--- src/rtl/shift_reg_pkg.sv ---
// rtl/shift_reg_pkg.sv - shared mode/state encodings for the universal shift register
package shift_reg_pkg;

    typedef enum logic [1:0] {
        MODE_HOLD = 2'b00,
        MODE_SHL  = 2'b01,
        MODE_SHR  = 2'b10,
        MODE_ROR  = 2'b11
    } mode_t;

    typedef enum logic {
        ST_IDLE = 1'b0,
        ST_SER  = 1'b1
    } state_t;

    // Counter must hold the value WIDTH itself, hence WIDTH+1 codes.
    function automatic int cnt_width(input int w);
        return $clog2(w + 1);
    endfunction

endpackage

--- src/rtl/univ_shift_reg_if.sv ---
// rtl/univ_shift_reg_if.sv - control/data bundle between the shift register and its driver
interface univ_shift_reg_if #(
    parameter int WIDTH = 4
);
    logic             load_n;
    logic [WIDTH-1:0] in;
    logic [1:0]       mode;
    logic             en;
    logic             ser_in;
    logic             start;
    logic [WIDTH-1:0] out;
    logic             ser_out;
    logic             busy;
    logic             done;

    modport master (
        output load_n, in, mode, en, ser_in, start,
        input  out, ser_out, busy, done
    );

    modport slave (
        input  load_n, in, mode, en, ser_in, start,
        output out, ser_out, busy, done
    );
endinterface

--- src/rtl/bit_counter.sv ---
// rtl/bit_counter.sv - loadable down-counter that saturates at zero
module bit_counter #(
    parameter int WIDTH = 4,
    parameter int CNT_W = $clog2(WIDTH + 1)
) (
    input  logic             clk,
    input  logic             rst,
    input  logic             load,
    input  logic             dec,
    output logic [CNT_W-1:0] count,
    output logic             zero
);

    always_ff @(posedge clk or posedge rst) begin
        if (rst) begin
            count <= '0;
        end else if (load) begin
            count <= CNT_W'(WIDTH);
        end else if (dec && (count != '0)) begin
            count <= count - 1'b1;
        end
    end

    assign zero = (count == '0);

endmodule

--- src/rtl/univ_shift_reg.sv ---
// rtl/univ_shift_reg.sv - universal shift register with automatic LSB-first serialisation
module univ_shift_reg #(
    parameter int WIDTH = 4
) (
    input  logic              clk,
    input  logic              rst,
    univ_shift_reg_if.slave   bus
);
    import shift_reg_pkg::*;

    localparam int CNT_W = cnt_width(WIDTH);

    state_t             state_q;
    state_t             state_d;
    logic [WIDTH-1:0]   out_q;
    logic [CNT_W-1:0]   cnt;
    logic               cnt_zero;
    logic               cnt_load;
    logic               cnt_dec;
    logic               last_bit;

    bit_counter #(
        .WIDTH (WIDTH),
        .CNT_W (CNT_W)
    ) u_bit_counter (
        .clk   (clk),
        .rst   (rst),
        .load  (cnt_load),
        .dec   (cnt_dec),
        .count (cnt),
        .zero  (cnt_zero)
    );

    assign last_bit = (state_q == ST_SER) && (cnt == CNT_W'(1));

    always_ff @(posedge clk or posedge rst) begin
        if (rst) begin
            state_q <= ST_IDLE;
        end else begin
            state_q <= state_d;
        end
    end

    always_comb begin
        state_d  = state_q;
        cnt_load = 1'b0;
        cnt_dec  = 1'b0;
        case (state_q)
            ST_IDLE: begin
                if (bus.start) begin
                    state_d  = ST_SER;
                    cnt_load = 1'b1;
                end
            end
            ST_SER: begin
                cnt_dec = 1'b1;
                // The zero check only guards against a corrupted count.
                if (last_bit || cnt_zero) begin
                    state_d = ST_IDLE;
                end
            end
            default: state_d = ST_IDLE;
        endcase
    end

    always_ff @(posedge clk or posedge rst) begin
        if (rst) begin
            out_q <= '0;
        end else if (state_q == ST_SER) begin
            out_q <= {1'b0, out_q[WIDTH-1:1]};
        end else if (bus.start || !bus.load_n) begin
            out_q <= bus.in;
        end else if (bus.en) begin
            case (bus.mode)
                MODE_SHL: out_q <= {out_q[WIDTH-2:0], bus.ser_in};
                MODE_SHR: out_q <= {bus.ser_in, out_q[WIDTH-1:1]};
                MODE_ROR: out_q <= {out_q[0], out_q[WIDTH-1:1]};
                default:  out_q <= out_q;
            endcase
        end
    end

    assign bus.out     = out_q;
    assign bus.busy    = (state_q == ST_SER);
    assign bus.done    = last_bit;
    // Left shifts present the MSB so a chain of registers shifts coherently.
    assign bus.ser_out = ((state_q == ST_IDLE) && (bus.mode == MODE_SHL)) ?
                         out_q[WIDTH-1] : out_q[0];

endmodule

--- src/flat_wrapper.sv ---
// flat-port wrapper written by rule: the top's interface ports become plain ports
module univ_shift_reg_flat import shift_reg_pkg::*;
#(
    parameter int WIDTH = 4
)
  (clk, rst, bus_load_n, bus_in, bus_mode, bus_en, bus_ser_in, bus_start, bus_out, bus_ser_out, bus_busy, bus_done);
  univ_shift_reg_if #(.WIDTH(WIDTH)) bus_i ();
  input  logic clk;
  input  logic rst;
  input wire logic [$bits(bus_i.load_n)-1:0] bus_load_n;
  input wire logic [$bits(bus_i.in)-1:0] bus_in;
  input wire logic [$bits(bus_i.mode)-1:0] bus_mode;
  input wire logic [$bits(bus_i.en)-1:0] bus_en;
  input wire logic [$bits(bus_i.ser_in)-1:0] bus_ser_in;
  input wire logic [$bits(bus_i.start)-1:0] bus_start;
  output wire logic [$bits(bus_i.out)-1:0] bus_out;
  output wire logic [$bits(bus_i.ser_out)-1:0] bus_ser_out;
  output wire logic [$bits(bus_i.busy)-1:0] bus_busy;
  output wire logic [$bits(bus_i.done)-1:0] bus_done;
  assign bus_i.load_n = bus_load_n;
  assign bus_i.in = bus_in;
  assign bus_i.mode = bus_mode;
  assign bus_i.en = bus_en;
  assign bus_i.ser_in = bus_ser_in;
  assign bus_i.start = bus_start;
  assign bus_out = bus_i.out;
  assign bus_ser_out = bus_i.ser_out;
  assign bus_busy = bus_i.busy;
  assign bus_done = bus_i.done;
  univ_shift_reg #(.WIDTH(WIDTH)) u_core (.clk(clk), .rst(rst), .bus(bus_i));
endmodule
--- config.mk ---
export PLATFORM = sky130hd
export DESIGN_NAME = univ_shift_reg_flat
export DESIGN_NICKNAME = d
export VERILOG_FILES = /design/src/rtl/shift_reg_pkg.sv /design/src/rtl/univ_shift_reg_if.sv /design/src/rtl/bit_counter.sv /design/src/rtl/univ_shift_reg.sv /design/src/flat_wrapper.sv
export SDC_FILE = /design/constraint.sdc
export NUM_CORES = 1
export LEC_CHECK = 0
export CORE_MARGIN = 2
export CORE_UTILIZATION = 25
export DETAILED_ROUTE_END_ITERATION = 10
export DONT_BUFFER_PORTS = 1
export GPL_TIMING_DRIVEN = 0
export SLEW_MARGIN = 20
export SYNTH_ARGS = -nofsm -noshare
export SYNTH_HDL_FRONTEND = slang
export SYNTH_HIERARCHICAL = 1
export SYNTH_SLANG_ARGS = --single-unit
export TNS_END_PERCENT = 10
--- constraint.sdc ---
create_clock -name clk -period 1.92 [get_ports clk]
set_clock_uncertainty 0.1 [all_clocks]
set_input_delay 0.384 -clock clk [delete_from_list [all_inputs] [get_ports clk]]
set_output_delay 0.384 -clock clk [all_outputs]
set_load 0.01 [all_outputs]
==> results.py <==
metrics = {
    "yosys": {
        "async_reset_ff_share_pct": 100.0,
        "avgSynthCellArea_um2": 9.967,
        "synth_compound_area_share_pct": 17.02,
        "yosys.area_share.xor_xnor_pct": 0,
        "synth_top_area_cell": "dfrtp_1",
        "synthSimpleGateAreaFrac_pct": 19.79,
        "synth_adder_area_share_pct": 4.255,
        "synthFlopType": "dfrtp_1",
        "synthesis.nets": 73,
        "synth_top_family_by_area": "simple AND/OR/NAND/NOR gates",
        "ys_seq_area_share_pct": 34.04,
        "yosysUniqueCellTypes": 21,
        "syn_inst": 59,
        "synth_area_leaders": "dfrtp_1 34%, mux2i_1 10%, mux2_1 7.7%",
        "synth_edf_count": 0,
        "synthMuxAreaShare_pct": 17.87,
        "syn-cell-area_um2": 588.1,
        "synth_warnings": 6,
        "synth_top_cell_area_share_pct": 34.04,
        "synth-seq-cells": 8,
    },
    "timing": {
        "hold_violations": 0,
        "tightest_slew_ns": 0.4075,
        "fmax_mhz": 541.9,
        "relSlewSlack_pct": 72.78,
        "period_needed_ns": 1.845,
        "post-route-period-util_pct": 96.11,
        "setup_violations": 0,
        "setup_slack_ns": 0.07474,
        "slew_viol_final": 0,
        "rsz0062_at_grt": "no",
        "holdWs_ns": 0.2292,
        "fin_setup_tns_ns": 0,
    },
    "route": {
        "routed-via-count": 460,
        "drc_errors": 0,
        "ant_nets": 0,
        "drtIter0Drc": 13,
        "wirelength_um": 1284,
        "viasPerCell": 5.055,
        "wire_per_inst_um": 14.11,
        "first_pass_iters": 4,
    },
    "hold_path": {
        "min_to": "u_core/bus.out[3]",
        "worstHoldPathType": "input pin to flop",
        "whs_path_depth": 2,
        "hold_start": "bus_start",
    },
    "floorplanning": {
        "die_h_um": 52.50,
        "io_pins": 19,
        "fp.dieW_um": 52.50,
        "die_area_mm2": 0.002756,
        "core_area_mm2": 0.002212,
        "num_rows": 17,
        "start_util_pct": 26.58,
    },
    "power_and_ir_drop": {
        "total_power_mw": 0.9127,
        "peakVddDrop_uv": 575.9,
        "power_density_mw_per_mm2": 1389,
        "power.leakage_nw": 0.2902,
    },
    "cts": {
        "cts_tree": "built",
        "cts_buffers": 3,
        "cts_buffer_depth": 2,
        "cts_max_level": 1,
        "clkTransAtPathRegs_ns": 0.05,
        "cts.sinks": 8,
        "insertion_delay_ns": 0.25,
        "root_buffer": "clkbuf_4",
    },
    "placed_design": {
        "postPlaceCellArea_um2": 623.1,
        "gp_congestion": 0.8130,
        "dp_cells": 87,
        "pre_cts_slack_ns": 0.1048,
        "port_buffers": 0,
        "dp_hpwl_um": 1014,
    },
    "status": {
        "status": "complete, no violations",
    },
    "final_layout": {
        "fin_cells": 91,
        "area_delta_synth_final_pct": 11.70,
        "utilization_pct": 29.69,
        "layout-drive-gt1-share_pct": 17.46,
        "design_area_um2": 656.9,
        "final_nets": 79,
        "antenna_cells": 0,
    },
    "critical_path": {
        "cp-start-kind": "flop",
        "rr_worst_depth": 4,
        "cp.required_ns": 1.44,
        "cp-end-kind": "output port",
        "r2r_slack_ns": 0.14,
        "crit_type": "flop to output port",
        "r2r-start": "u_core/bus.busy",
        "worstPathArrival_ns": 1.36,
        "crit_fanout": 8,
        "r2r_end": "u_core/u_bit_counter/count[0]",
    },
    "global_route": {
        "grt_pass1_vias": 462,
        "antenna_found_initial": 0,
        "grt_overflow": 0,
        "grt_pass1_wl_um": 2021,
        "gr-usage-all-layers_pct": 10.20,
        "grt_max_degree": 11,
    },
    "job": {
        "max-cap-violations": 0,
    },
}
[cells in the mapped netlist (all sizes together) (2+ instances only)]
cell   instances
dfrtp          8
inv            7
mux2i          6
nor2b          6
mux2           4
o31ai          4
a32oi          3
buf            3
nor2           3
and2b          2
ha             2
o21ai          2
[where the power goes]
part | internal (mW) | switching [mW]
sequential | 0.251 | 0.122
clock | 0.0711 | 0.0507
combinational | 0.218 | 0.200
total | 0.540 | 0.372
[registers in the layout (all words and copies together) (netlist names)]
name / cells
u_core/bus.out: 4
u_core/u_bit_counter/count: 3
u_core/bus.busy: 1
[routing by layer]
metal | vias up | GRT usage [%] | wire, um
met5 | - | 0 | 0
met1 | 220 | 11.91 | 569
met3 | 0 | 6.000 | 132
met4 | 0 | 2.564 | 0
met2 | 19 | 15.83 | 582
li1 | 221 | - | -
[layout by cell type (no fill, tap or decap), drive strengths merged, types with 3 or more instances in the layout]
master and n:
clkbuf 3, nor2 3, dfrtp 8, nor2b 6, o31ai 4, inv 7, a32oi 3, mux2i 6
mux2 4, buf 3
[how the worst max path moves through the flow]
stage / startpoint / to / slack [ns] / cells past startpoint
after floorplan: u_core/bus.busy / u_core/u_bit_counter/count[0] / 0.32 / 4
after global placement: u_core/bus.busy / u_core/u_bit_counter/count[0] / 0.15 / 4
after detailed placement: u_core/bus.busy / u_core/u_bit_counter/count[0] / 0.10 / 4
after CTS: u_core/bus.busy / bus_ser_out / 0.02 / 2
after global routing: u_core/bus.busy / bus_ser_out / 0.04 / 2
final: u_core/bus.busy / bus_ser_out / 0.07 / 2
[critical path, stage by stage (launching register included)]
cell     delay (ns)
dfrtp_2        0.47
or3b_1         0.41
o21ai_1        0.23
[area by class of cell]
cell class / count / area [um2]
Fill cell: 245 / 1555
Sequential cell: 8 / 201.4
Timing Repair Buffer: 1 / 10.01
Buffer: 3 / 15.01
Inverter: 7 / 26.28
Clock buffer: 3 / 22.52
Tap cell: 28 / 35.03
Multi-Input combinational cell: 41 / 346.6
[cell families (layout without fill, tap and decap cells)]
group,Yosys count,after routing
muxes,10,10
buffers and inverters,10,14
AOI/OAI and AO/OA,12,12
DFF,8,8
and+or+nand+nor,17,17
adders and majority gates,2,2
[timing repair]
item | in CTS | in global routing
endpoints found under the setup margin | 0 | 1
resized for setup | 0 | 1
hold endpoints to repair | 8 | 0
hold buffers | 1 | 0
setup buffers | 0 | 0
No activity file was read; power rests on OpenSTA's default activity.
